`src/rtl/vram_host_writer.sv`:
```
// vram_host_writer
// Host byte-stream write port for the video block. Palette bytes are written
// straight through to the palette RAM one clock after acceptance; sprite (x,y)
// pairs are collected and held until vertical blank so the line renderer never
// observes a half-updated sprite entry.
module vram_host_writer #(
   parameter int NB      = 7,
   parameter int VB_LINE = 720
) (
   input  logic          clk,
   input  logic          rst,
   input  logic [9:0]    py,
   input  logic          host_valid,
   output logic          host_ready,
   input  logic [1:0]    host_sel,
   input  logic [7:0]    host_data,
   output logic          pwrite_enable,
   output logic [5:0]    pwaddr,
   output logic [7:0]    pin,
   output logic [NB-1:0] wspno,
   output logic [7:0]    wsx,
   output logic [7:0]    wsy,
   output logic          wsp,
   output logic          busy
);

   localparam logic [9:0]    VB_LINE_W = 10'(VB_LINE);
   localparam logic [NB-1:0] SPR_ONE   = {{(NB-1){1'b0}}, 1'b1};

   localparam logic [1:0] SEL_PAL  = 2'd0;
   localparam logic [1:0] SEL_SPR  = 2'd1;
   localparam logic [1:0] SEL_ADDR = 2'd2;

   typedef enum logic [1:0] {
      IDLE     = 2'd0,
      SPR_X    = 2'd1,
      SPR_WAIT = 2'd2
   } state_t;

   state_t        state;
   logic [3:0]    pal_idx;
   logic          pal_ph;
   logic [NB-1:0] spr_idx;
   logic [7:0]    x_lat;
   logic [7:0]    y_lat;
   logic          xfer_p0;
   logic          in_blank;

   // The only back-pressure is a complete sprite entry waiting for blank.
   assign host_ready = (state != SPR_WAIT);
   assign busy       = (state == SPR_WAIT);
   assign xfer_p0    = host_valid && host_ready;
   assign in_blank   = (py > VB_LINE_W);

   // Sprite coordinate latches: pure data, no reset needed since a commit is
   // only reachable after both bytes have been written.
   always_ff @(posedge clk) begin
      if (xfer_p0 && host_sel == SEL_SPR) begin
         if (state == IDLE) begin
            x_lat <= host_data;
         end else begin
            y_lat <= host_data;
         end
      end
   end

   // Control FSM plus registered palette and sprite RAM write ports.
   always_ff @(posedge clk or negedge rst) begin
      if (!rst) begin
         state         <= IDLE;
         pal_idx       <= 4'd0;
         pal_ph        <= 1'b0;
         spr_idx       <= '0;
         pwrite_enable <= 1'b0;
         pwaddr        <= 6'd0;
         pin           <= 8'd0;
         wsp           <= 1'b0;
         wspno         <= '0;
         wsx           <= 8'd0;
         wsy           <= 8'd0;
      end else begin
         // Strobes are single-cycle unless re-armed below.
         pwrite_enable <= 1'b0;
         wsp           <= 1'b0;

         if (state == SPR_WAIT) begin
            // No bytes are accepted here; commit the pair once in blank.
            if (in_blank) begin
               wsp     <= 1'b1;
               wspno   <= spr_idx;
               wsx     <= x_lat;
               wsy     <= y_lat;
               spr_idx <= spr_idx + SPR_ONE;
               state   <= IDLE;
            end
         end else if (xfer_p0) begin
            unique case (host_sel)
               SEL_PAL: begin
                  pwrite_enable <= 1'b1;
                  pwaddr        <= {1'b0, pal_idx, pal_ph};
                  pin           <= host_data;
                  pal_ph        <= ~pal_ph;
                  if (pal_ph) begin
                     pal_idx <= pal_idx + 4'd1;
                  end
               end
               SEL_SPR: begin
                  state <= (state == IDLE) ? SPR_X : SPR_WAIT;
               end
               SEL_ADDR: begin
                  if (host_data[7]) begin
                     // Re-targeting the sprite index abandons any half pair.
                     spr_idx <= host_data[NB-1:0];
                     state   <= IDLE;
                  end else begin
                     pal_idx <= host_data[3:0];
                     pal_ph  <= 1'b0;
                  end
               end
               default: begin
                  // Reserved selector: byte is consumed and ignored.
               end
            endcase
         end
      end
   end

endmodule

```
`config.mk`:
```
export PLATFORM = sky130hd
export DESIGN_NAME = vram_host_writer
export DESIGN_NICKNAME = d
export VERILOG_FILES = /design/src/rtl/vram_host_writer.sv
export SDC_FILE = /design/constraint.sdc
export NUM_CORES = 1
export LEC_CHECK = 0
export ABC_AREA = 1
export CORE_ASPECT_RATIO = 1.5
export CORE_MARGIN = 10
export CORE_UTILIZATION = 50
export CTS_CLUSTER_SIZE = 10
export DETAILED_ROUTE_END_ITERATION = 8
export PLACE_DENSITY = 0.79
export SYNTH_ARGS = -nofsm -noshare
export SYNTH_HDL_FRONTEND = slang
export SYNTH_SLANG_ARGS = --single-unit
export TNS_END_PERCENT = 100
```
`constraint.sdc`:
```
create_clock -name clk -period 2.1 [get_ports clk]
set_clock_uncertainty 0.15 [all_clocks]
set_input_delay 0.63 -clock clk [delete_from_list [all_inputs] [get_ports clk]]
set_output_delay 0.63 -clock clk [all_outputs]
set_load 0.1 [all_outputs]
```
==> reports/metrics.yaml, run 1 <==
wl_per_cell_um: 15.7
synth_fp_nets: 352
fin_crit_sh: 0.968
maxCapViolCount: 0
cpMostUsedCell: "buf_12"
port_buffers: 62
cts_tree: "built"
clockBufferDepth: 2
syn_area_um2: 2950
area_delta_synth_final_pct: 47.0
min_path_type: "in2async"
initial_core_util: 0.509
cts_made_buffers: 9
antenna_found_initial: 0
synthDominantCellAreaShare: 0.442
synth.area.top_cells: "dfrtp_1 (44%), nand2_1 (18%), edfxtp_1 (16%)"
die_area_um2: 9430
required_ps: 1320
fin_crit_ps: 2030
synth_cells: 327
grt_max_degree: 53
nets: 433
setup_violations: 0
die_h_um: 114
drt-total-wl_um: 7630
overflow: 0
drive_above_1_share: 0.196
hpwl_um: 5810
io_pins: 64
clk_pin_slew_ps: 70
ys_warn_count: 0
rsz0062_at_grt: "false"
via_count: 2448
n_antenna_cell: 0
dpl_cell_area_um2: 4160
fmax_ghz: 0.492
ant_nets: 0
core_area_um2: 5790
cp.arrival_ps: 1250
die_w_um: 82.7
grtUsageTotal: 0.176
fin_area_um2: 4330
crit_type: "reg2out"
maxSlewViolCount: 0
cts_root_buf: "clkbuf_8"
status: "finished clean"
reg2regPathDepth: 8
num_rows: 34
drc: 0
rr_startpoint: "state[1]$_DFFE_PN0P_"
hold_viol: 0
viasPerCell: 5.05
grt_pass1_wl_um: 12700
syn_area_per_cell_um2: 9.01
synth_cell_type_count: 24
crit_start: "state[1]$_DFFE_PN0P_"
slowest_stage: "dfrtp_1"
grt_pass1_vias: 2616
cp_max_fo: 4
synth_top_area_cell: "dfrtp_1"
cpPeakStageDelay_ps: 390
gp_congestion: 0.905
regToRegEndpoint: "x_lat[7]$_DFFE_PP_"
regToRegSetupSlack_ps: 230
synth_seq_cells: 68
dr.pass1.iters: 4
cts_sinks: 68
cts_hold_buffers: 0
clk_latency_ps: 340
seq_area_frac_synth: 0.605
start_kind: "register"
end_kind: "output pin"
worstPathCellList: "inv_1 -> nor2_4 -> buf_12 -> buf_12"
cts_max_level: 3
drt_iter0_drc: 176
[metal layers]
layer | share of wire | track usage
met5 | 0 | 0
met4 | 0.024 | 0.0952
met2 | 0.57 | 0.318
met3 | 0.059 | 0.0307
met1 | 0.34 | 0.180
[cells by family after synthesis]
kind of cell             after synthesis  share of synthesized area
XOR/XNOR                               1                    0.00297
other                                  1                    0.00127
flip-flops                            68                      0.605
AND/OR/NAND/NOR                      189                      0.272
AO/OA/AOI/OAI                         27                     0.0514
adder cells (fa/ha/maj)                2                    0.00849
buffers and inverters                 39                     0.0590
[state kept, by name, summed over array words and instances, names as in the netlist, 2 cells and up]
| register | cells |
|---|---|
| wsx | 8 |
| state | 2 |
| wsy | 8 |
| pwaddr | 5 |
| pin | 8 |
| y_lat | 8 |
| wspno | 7 |
| spr_idx | 7 |
| pal_idx | 4 |
| x_lat | 8 |
[metrics by stage]
step / hold WS (ps) / TNS, ps / utilization / setup slack (ps) / std cells
floorplan: 184 / 0 / - / 196 / 327
global placement: 274 / -2750 / 0.719 / -103 / 468
detailed placement: 277 / -5240 / 0.719 / -159 / 468
CTS: 123 / 0 / 0.748 / 30.4 / 485
global route: 136 / 0 / 0.749 / 14.2 / 485
finish: 118 / 0 / 0.749 / 66.9 / 485
[final cells by class]
class	instances	area [um^2]
fill	388	1450
clock buffer	12	135
clock inverter	4	16.3
inverter	31	119
sequential	68	1780
tap	72	90.1
multi-input combinational	220	991
timing repair buffer	78	1200
[synthesized netlist by cell type]
library cell  count
buf_6             2
buf_4             2
o21ai_0          15
inv_2             3
buf_2             4
nand2_2           2
nand2_4           2
nand2_1         144
nand3_1          22
xor2_1            1
ha_1              2
o21ai_4           1
edfxtp_1         16
clkinv_1          1
o21ai_1           9
conb_1            1
o22ai_1           1
nor2_8            1
inv_1            27
nor3_2            1
nor2_1           14
o21ai_2           1
dfrtp_1          52
nor2_4            3
[repair_timing]
| action | CTS | global route |
|---|---|---|
| resized for setup | 0 | 1 |
| setup buffers | 1 | 0 |
| pin swaps | 1 | 1 |
| endpoints found under the setup margin | 1 | 1 |
[worst max-delay path by stage]
| stage | end | slack (ps) | cells past startpoint |
|---|---|---|---|
| after floorplan | busy | 200 | 2 |
| after global placement | wsx[5]$_DFFE_PN0P_ | -100 | 9 |
| after detailed placement | wsy[2]$_DFFE_PN0P_ | -160 | 9 |
| after CTS | host_ready | 30 | 4 |
| after global routing | busy | 10 | 4 |
| final | busy | 70 | 4 |
[worst max-delay path, delay by kind of cell (launching register included)]
kind,cells,cell delay (ps)
DFF,1,390
buffers and inverters,3,370
and+or+nand+nor,1,140
[placed cells by master (no fill, tap or decap), types with 9 or more instances in the layout]
cell type | synthesis | routed
o21ai_0 | 15 | 15
buf_12 | 0 | 45
dfrtp_1 | 52 | 52
clkbuf_8 | 0 | 9
edfxtp_1 | 16 | 16
nor2_1 | 14 | 14
o21ai_1 | 9 | 9
nand2_1 | 144 | 144
inv_1 | 27 | 27
buf_4 | 2 | 11
nand3_1 | 22 | 22
clkdlybuf4s50_1 | 0 | 21
Power of run 1 is left out: the tool's default activity adds up to more than one toggle a clock period on the data nets, which glitch-free logic cannot reach.
==> inputs of run 2 (changes only) <==
--- a/config.mk
+++ b/config.mk
@@ -5,13 +5,13 @@
 export SDC_FILE = /design/constraint.sdc
 export NUM_CORES = 1
 export LEC_CHECK = 0
-export ABC_AREA = 1
 export CORE_ASPECT_RATIO = 1.5
 export CORE_MARGIN = 10
 export CORE_UTILIZATION = 50
 export CTS_CLUSTER_SIZE = 10
 export DETAILED_ROUTE_END_ITERATION = 8
 export PLACE_DENSITY = 0.79
+export RECOVER_POWER = 50
 export SYNTH_ARGS = -nofsm -noshare
 export SYNTH_HDL_FRONTEND = slang
 export SYNTH_SLANG_ARGS = --single-unit
==> run 2 against run 1 <==
  * Core utilization is 1.5 points higher
  * Critical path depth is 3 higher
  * Synthesized cell count is 38% lower
  * Critical path type is now in2reg
  * Critical endpoint is now wsy[0]$_DFFE_PN0P_
  * Largest cell class unchanged
==> reports/metrics.yaml, run 2 <==
drc: 0  # unchanged
fin_crit_sh: 0.988  # was 0.968
drt_iter0_drc: 137  # was 176
seq_area_frac_synth: 0.614  # was 0.605
synth-compound-area-share: 0.0767  # was 0.0514
grtUsageMet2: 0.275  # was 0.318
slew_headroom: 0.166
initial_core_util: 0.521  # was 0.509
cts_tree: "built"  # unchanged
worst_pin_slew_ps: 1250
syn_area_um2: 2900  # was 2950 um^2
grtUsageMet3: 0.0436  # was 0.0307
layoutNonFillerInstCount: 370  # was 485
core_area_um2: 5570  # was 5790 um^2
busiest_layer: "met2"  # unchanged
worst-path-buf-inv: 3  # unchanged
io_pins: 64  # unchanged
final_cell_mix: "dfrtp_1 (52), buf_12 (27), mux2_2 (20)"  # was nand2_1 (144), dfrtp_1 (52), buf_12 (45)
nets: 320  # was 433
grt_pass1_vias: 2247  # was 2616
end_kind: "register"  # was output pin
synth_top_family_by_area: "multiplexers"  # was simple AND/OR/NAND/NOR gates
gp_congestion: 0.858  # was 0.905
cts_max_level: 3  # unchanged
synth.area.mux_share: 0.170  # was 0
via_count: 2123  # was 2448
hpwl_um: 4970  # was 5810 um
n_antenna_cell: 0  # unchanged
port_buffers: 62  # unchanged
cts_made_buffers: 9  # unchanged
min_path_type: "reg2reg"  # was in2async
cp.arrival_ps: 2160  # was 1250 ps
ant_nets: 0  # unchanged
worstPathCellList: "clkdlybuf4s15_1 -> nor4_2 -> and4_2 -> or2_4 -> buf_12 -> clkinv_8 -> mux2_4"  # was inv_1 -> nor2_4 -> buf_12 -> buf_12
grtUsageTotal: 0.164  # was 0.176
cpPeakStageDelay_ps: 310  # was 390 ps
cts_root_buf: "clkbuf_8"  # unchanged
grtUsageMet1: 0.170  # was 0.180
maxCapViolCount: 0  # unchanged
dp_cells: 348  # was 468
ys_warn_count: 0  # unchanged
synthDominantCellAreaShare: 0.448  # was 0.442
start_kind: "input port"  # was register
drive_above_1_share: 0.433  # was 0.196
layout_commonest_cell: "dfrtp_1"  # was nand2_1
slowest_stage: "mux2_4"  # was dfrtp_1
die_h_um: 113  # was 114 um
required_ps: 2180  # was 1320 ps
synthAdderAreaFrac: 0.00862  # was 0.00849
status: "finished clean"  # unchanged
critPathTopFamily: "simple AND/OR/NAND/NOR gates"  # was flip-flops
cp_max_fo: 5  # was 4
area_delta_synth_final_pct: 46.5  # was 47.0%
cts_sinks: 68  # unchanged
die_area_um2: 9320  # was 9430 um^2
viasPerCell: 5.74  # was 5.05
synth_fp_nets: 229  # was 352
fmax_ghz: 0.482  # was 0.492 GHz
synth_most_common_cell: "dfrtp_1"  # was nand2_1
clockBufferDepth: 2  # unchanged
synth_edf_count: 16  # unchanged
crit_type: "in2reg"  # was reg2out
ys_top_cells_by_count: "dfrtp_1 (52), mux2_2 (23), edfxtp_1 (16), mux2_4 (15), nand2_1 (15)"  # was nand2_1 (144), dfrtp_1 (52), inv_1 (27), nand3_1 (22), edfxtp_1 (16)
synth_cells: 204  # was 327
synthFlopType: "dfrtp_1"  # unchanged
drt-total-wl_um: 7870  # was 7630 um
setup_violations: 0  # unchanged
hold_viol: 0  # unchanged
overflow: 0  # unchanged
yosys.area_share.simple: 0.0948  # was 0.272
fin_crit_ps: 2070  # was 2030 ps
num_rows: 33  # was 34
synth.area.top_cells: "dfrtp_1 (45%), edfxtp_1 (17%), mux2_2 (8.9%)"  # was dfrtp_1 (44%), nand2_1 (18%), edfxtp_1 (16%)
synth_cell_type_count: 45  # was 24
grt_pass1_wl_um: 11500  # was 12700 um
synthArstFlopShare: 0.765  # unchanged
clk_latency_ps: 350  # was 340 ps
dr.pass1.iters: 4  # unchanged
clk_pin_slew_ps: 70  # about the same
die_w_um: 82.2  # was 82.7 um
wl_per_cell_um: 21.3  # was 15.7 um
maxSlewViolCount: 0  # unchanged
syn_area_per_cell_um2: 14.2  # was 9.01 um^2
grt_max_degree: 53  # unchanged
synth_xor_area_frac: 0  # was 0.00297
antenna_found_initial: 0  # unchanged
synth_top_area_cell: "dfrtp_1"  # unchanged
synth_seq_cells: 68  # unchanged
run 2: cell count changes in the layout (fill, tap and decap cells not counted), sizes merged, moves of 8 or more:
cell           previous run  this run
nand2                   148        15
clkdlybuf4s50            21         4
o21ai                    26         8
inv                      30         4
nor2                     18         2
nand3                    22         7
dlygate4sd3               0         8
mux2                      0        38
run 2: area by class of cell:
| cell class | count | area [um^2] |
|---|---|---|
| sequential | 68 | 1780 |
| fill | 302 | 1320 |
| multi-input combinational | 124 | 1050 |
| timing repair buffer | 86 | 1000 |
| clock buffer | 11 | 151 |
| clock inverter | 5 | 108 |
| tap | 70 | 87.6 |
| timing repair inverter | 3 | 38.8 |
| inverter | 3 | 31.3 |
run 2: per-layer routing:
layer | up-vias | routed length, um
met2 | 102 | 4230
met4 | 0 | 387
li1 | 935 | -
met3 | 28 | 539
met5 | - | 0
met1 | 1058 | 2710
run 2: what timing repair did:
| action | in CTS | in global routing |
|---|---|---|
| hold buffers | 0 | 0 |
| hold endpoints to repair | 0 | 0 |
| resized for setup | 10 | 18 |
| endpoints found under the setup margin | 29 | 28 |
| cloned | 0 | 3 |
| buffers inserted | 0 | 3 |
| pin swaps | 3 | 5 |
run 2: path summary, 6_finish.rpt:
path | start | end | slack [ps] | depth (start not counted)
min in group asynchronous | rst | wspno[0]$_DFFE_PN0P_ | 470 | 2
hold reg to reg | y_lat[2]$_DFFE_PP_ | wsy[2]$_DFFE_PN0P_ | 330 | 1
max in group asynchronous | rst | pwaddr[0]$_DFFE_PN0P_ | 570 | 2
hold / removal | y_lat[2]$_DFFE_PP_ | wsy[2]$_DFFE_PN0P_ | 330 | 1
setup reg to reg | state[0]$_DFFE_PN0P_ | wsy[2]$_DFFE_PN0P_ | 200 | 7
setup / recovery | py[8] | wsy[0]$_DFFE_PN0P_ | 30 | 7
run 2: logic make-up (layout without fill, tap and decap cells):
family | count (synthesis) | count (layout)
other cells | 1 | 1
compound gates | 32 | 32
buf+inv | 12 | 108
mux | 39 | 39
fa+ha+maj | 2 | 2
flops | 68 | 68
simple gates | 50 | 50
run 2: metrics by stage:
step                cell area, um^2  TNS (ps)  setup WS [ps]  hold slack (ps)   util
global placement               4130    -17370           -431              308  0.740
detailed placement             4130    -20970           -522              314  0.740
CTS                            4410         0           5.97              113  0.791
floorplan                      2910      -191          -15.4              184      -
global route                   4260     -20.6          -20.6              350  0.763
finish                         4260         0           25.3              327  0.763
Power of run 2 is left out for the same reason.
==> inputs of run 3 (changes only) <==
--- a/config.mk
+++ b/config.mk
@@ -7,12 +7,12 @@
 export LEC_CHECK = 0
 export CORE_ASPECT_RATIO = 1.5
 export CORE_MARGIN = 10
-export CORE_UTILIZATION = 50
+export CORE_UTILIZATION = 45
 export CTS_CLUSTER_SIZE = 10
 export DETAILED_ROUTE_END_ITERATION = 8
-export PLACE_DENSITY = 0.79
+export PLACE_DENSITY = 0.75
 export RECOVER_POWER = 50
 export SYNTH_ARGS = -nofsm -noshare
 export SYNTH_HDL_FRONTEND = slang
 export SYNTH_SLANG_ARGS = --single-unit
-export TNS_END_PERCENT = 100
+export TNS_END_PERCENT = 30
==> constraint.sdc (replaced) <==
create_clock -name clk -period 1.9 [get_ports clk]
set_clock_uncertainty 0.15 [all_clocks]
set_input_delay 0.57 -clock clk [delete_from_list [all_inputs] [get_ports clk]]
set_output_delay 0.57 -clock clk [all_outputs]
set_load 0.1 [all_outputs]
==> run 3 against run 2 <==
  * The flow now finishes with violations (negative setup slack)
  * Critical path depth is 3 lower
  * Final cell count is 1.9% higher
  * Worst hold slack improved by 13 ps
  * Sequential cell count unchanged
  * First-iteration DRC count fell by 27%
  * Register-to-register slack worse by 220 ps
  * Final area increased by 6.6%
  * Global-route usage decreased by 2.5 points
  * Setup slack got worse by 120 ps
  * Non-clock buffer count rose by 5
  * Core utilization shrank 3.4 points
  * Largest cell class unchanged
==> reports/metrics.yaml, run 3 (synthesis gave the netlist of run 2 again) <==
port_buffers: 62  # unchanged
maxSlewViolCount: 0  # unchanged
grtUsageMet3: 0.0515  # was 0.0436
slew_headroom: 0.567  # was 0.166
maxCapViolCount: 0  # unchanged
required_ps: 1180  # was 2180 ps
worstHoldPathCells: 1  # unchanged
antenna_found_initial: 0  # unchanged
cts_sinks: 68  # unchanged
initial_core_util: 0.467  # was 0.521
status: "finished, violations left"  # was finished clean
reg2regPathDepth: 7  # unchanged
grt_pass1_vias: 2221  # was 2247
cp_max_fo: 2  # was 5
hpwl_um: 5030  # was 4970 um
grt_max_degree: 24  # was 53
grtUsageMet2: 0.237  # was 0.275
cts_tree: "built"  # unchanged
die_w_um: 85.6  # was 82.2 um
num_rows: 35  # was 33
final_cell_mix: "dfrtp_1 (52), buf_12 (43), mux2_4 (21)"  # was dfrtp_1 (52), buf_12 (27), mux2_2 (20)
busiest_layer: "met2"  # unchanged
cts_max_level: 3  # unchanged
layout_commonest_cell: "dfrtp_1"  # unchanged
io_pins: 64  # unchanged
viasPerCell: 5.41  # was 5.74
nets: 323  # was 320
fin_area_um2: 4540  # was 4260 um^2
clk_latency_ps: 340  # was 350 ps
multi_input_area_um2: 1090  # was 1050 um^2
fin_crit_ps: 1990
ant_nets: 0  # unchanged
area_delta_synth_final_pct: 56.2  # was 46.5%
slowest_stage: "dfrtp_1"  # was mux2_4
die_h_um: 118  # was 113 um
cpPeakStageDelay_ps: 400  # was 310 ps
drt_iter0_drc: 100  # was 137
overflow: 0  # unchanged
n_fill_cell: 403  # was 302
cts_root_buf: "clkbuf_8"  # unchanged
seq_area_um2: 1780  # unchanged
grtUsageMet1: 0.146  # was 0.170
min_path_type: "reg2reg"  # unchanged
fin_crit_sh: 1.05
rsz0062_at_grt: "true"
die_area_um2: 10100  # was 9320 um^2
dr.pass1.iters: 4  # unchanged
violations: "negative setup slack"
end_kind: "output pin"  # was register
worst_pin_slew_ps: 649  # was 1250 ps
dpl_cell_area_um2: 4170  # was 4130 um^2
crit_type: "reg2out"  # was in2reg
setup_violations: 8  # was 0
drt-total-wl_um: 6940  # was 7870 um
cp.arrival_ps: 1270  # was 2160 ps
start_kind: "register"  # was input port
clockBufferDepth: 2  # unchanged
drive_above_1_share: 0.439  # was 0.433
n_antenna_cell: 0  # unchanged
worstPathCellList: "nand2b_4 -> inv_12 -> buf_8 -> buf_12"  # was clkdlybuf4s15_1 -> nor4_2 -> and4_2 -> or2_4 -> buf_12 -> clkinv_8 -> mux2_4
fmax_ghz: 0.502
via_count: 2038  # was 2123
drc: 0  # unchanged
grt_pass1_wl_um: 11300  # was 11500 um
gp_congestion: 0.843  # was 0.858
grtUsageTotal: 0.140  # was 0.164
clk_pin_slew_ps: 80  # was 70 ps
core_area_um2: 6220  # was 5570 um^2
wl_per_cell_um: 18.4  # was 21.3 um
cts_made_buffers: 9  # unchanged
hold_viol: 0  # unchanged
setup_slack_ps: -91.1  # was 25.3 ps
## run 3: cell type report
type	instances	area share
multi-input cells	124	0.240
flip-flops and latches	68	0.393
clock inverters	7	0.0251
repair inverters	1	0.00359
well taps	74	0.0204
clock buffers	9	0.0273
inverters	3	0.00800
repair buffers	91	0.282
## run 3: worst max-delay path: cells and delay by family, from the launching register on
family,cells,cell delay (ps)
flip-flops,1,400
buffers and inverters,3,320
AND/OR/NAND/NOR,1,200
## run 3: timing repair
action	CTS	global route
hold buffers	1	0
cloned	1	0
gates resized for setup	31	13
endpoints found under the hold margin	10	0
buffers inserted	4	0
pin swaps	6	4
setup endpoints to repair	31	44
## run 3: metal layers
layer  wire length (um)  up-vias
met3                493       11
met2               3670       78
met5                  0        -
li1                   -      951
met4                157        0
met1               2610      998
## run 3: path summary, 6_finish.rpt
check / slack, ps / to / start
max in group asynchronous: 160 / pin[3]$_DFFE_PN0P_ / rst
max: -90 / busy / state[0]$_DFFE_PN0P_
max reg2reg: -20 / wspno[5]$_DFFE_PN0P_ / state[0]$_DFFE_PN0P_
min reg2reg: 340 / wsy[4]$_DFFE_PN0P_ / y_lat[4]$_DFFE_PP_
min: 340 / wsy[4]$_DFFE_PN0P_ / y_lat[4]$_DFFE_PP_
min in group asynchronous: 620 / spr_idx[2]$_DFFE_PN0P_ / rst
## run 3: through the flow
step | TNS (ps) | worst slack [ps] | hold slack (ps) | util | instances
detailed placement | -29720 | -686 | 320 | 0.670 | 355
finish | -248 | -91.1 | 340 | 0.730 | 377
global placement | -27540 | -620 | 307 | 0.670 | 355
global route | -1320 | -126 | 346 | 0.730 | 377
floorplan | -2840 | -155 | 124 | - | 204
CTS | -191 | -107 | 338 | 0.726 | 377
Power of run 3 is left out for the same reason.
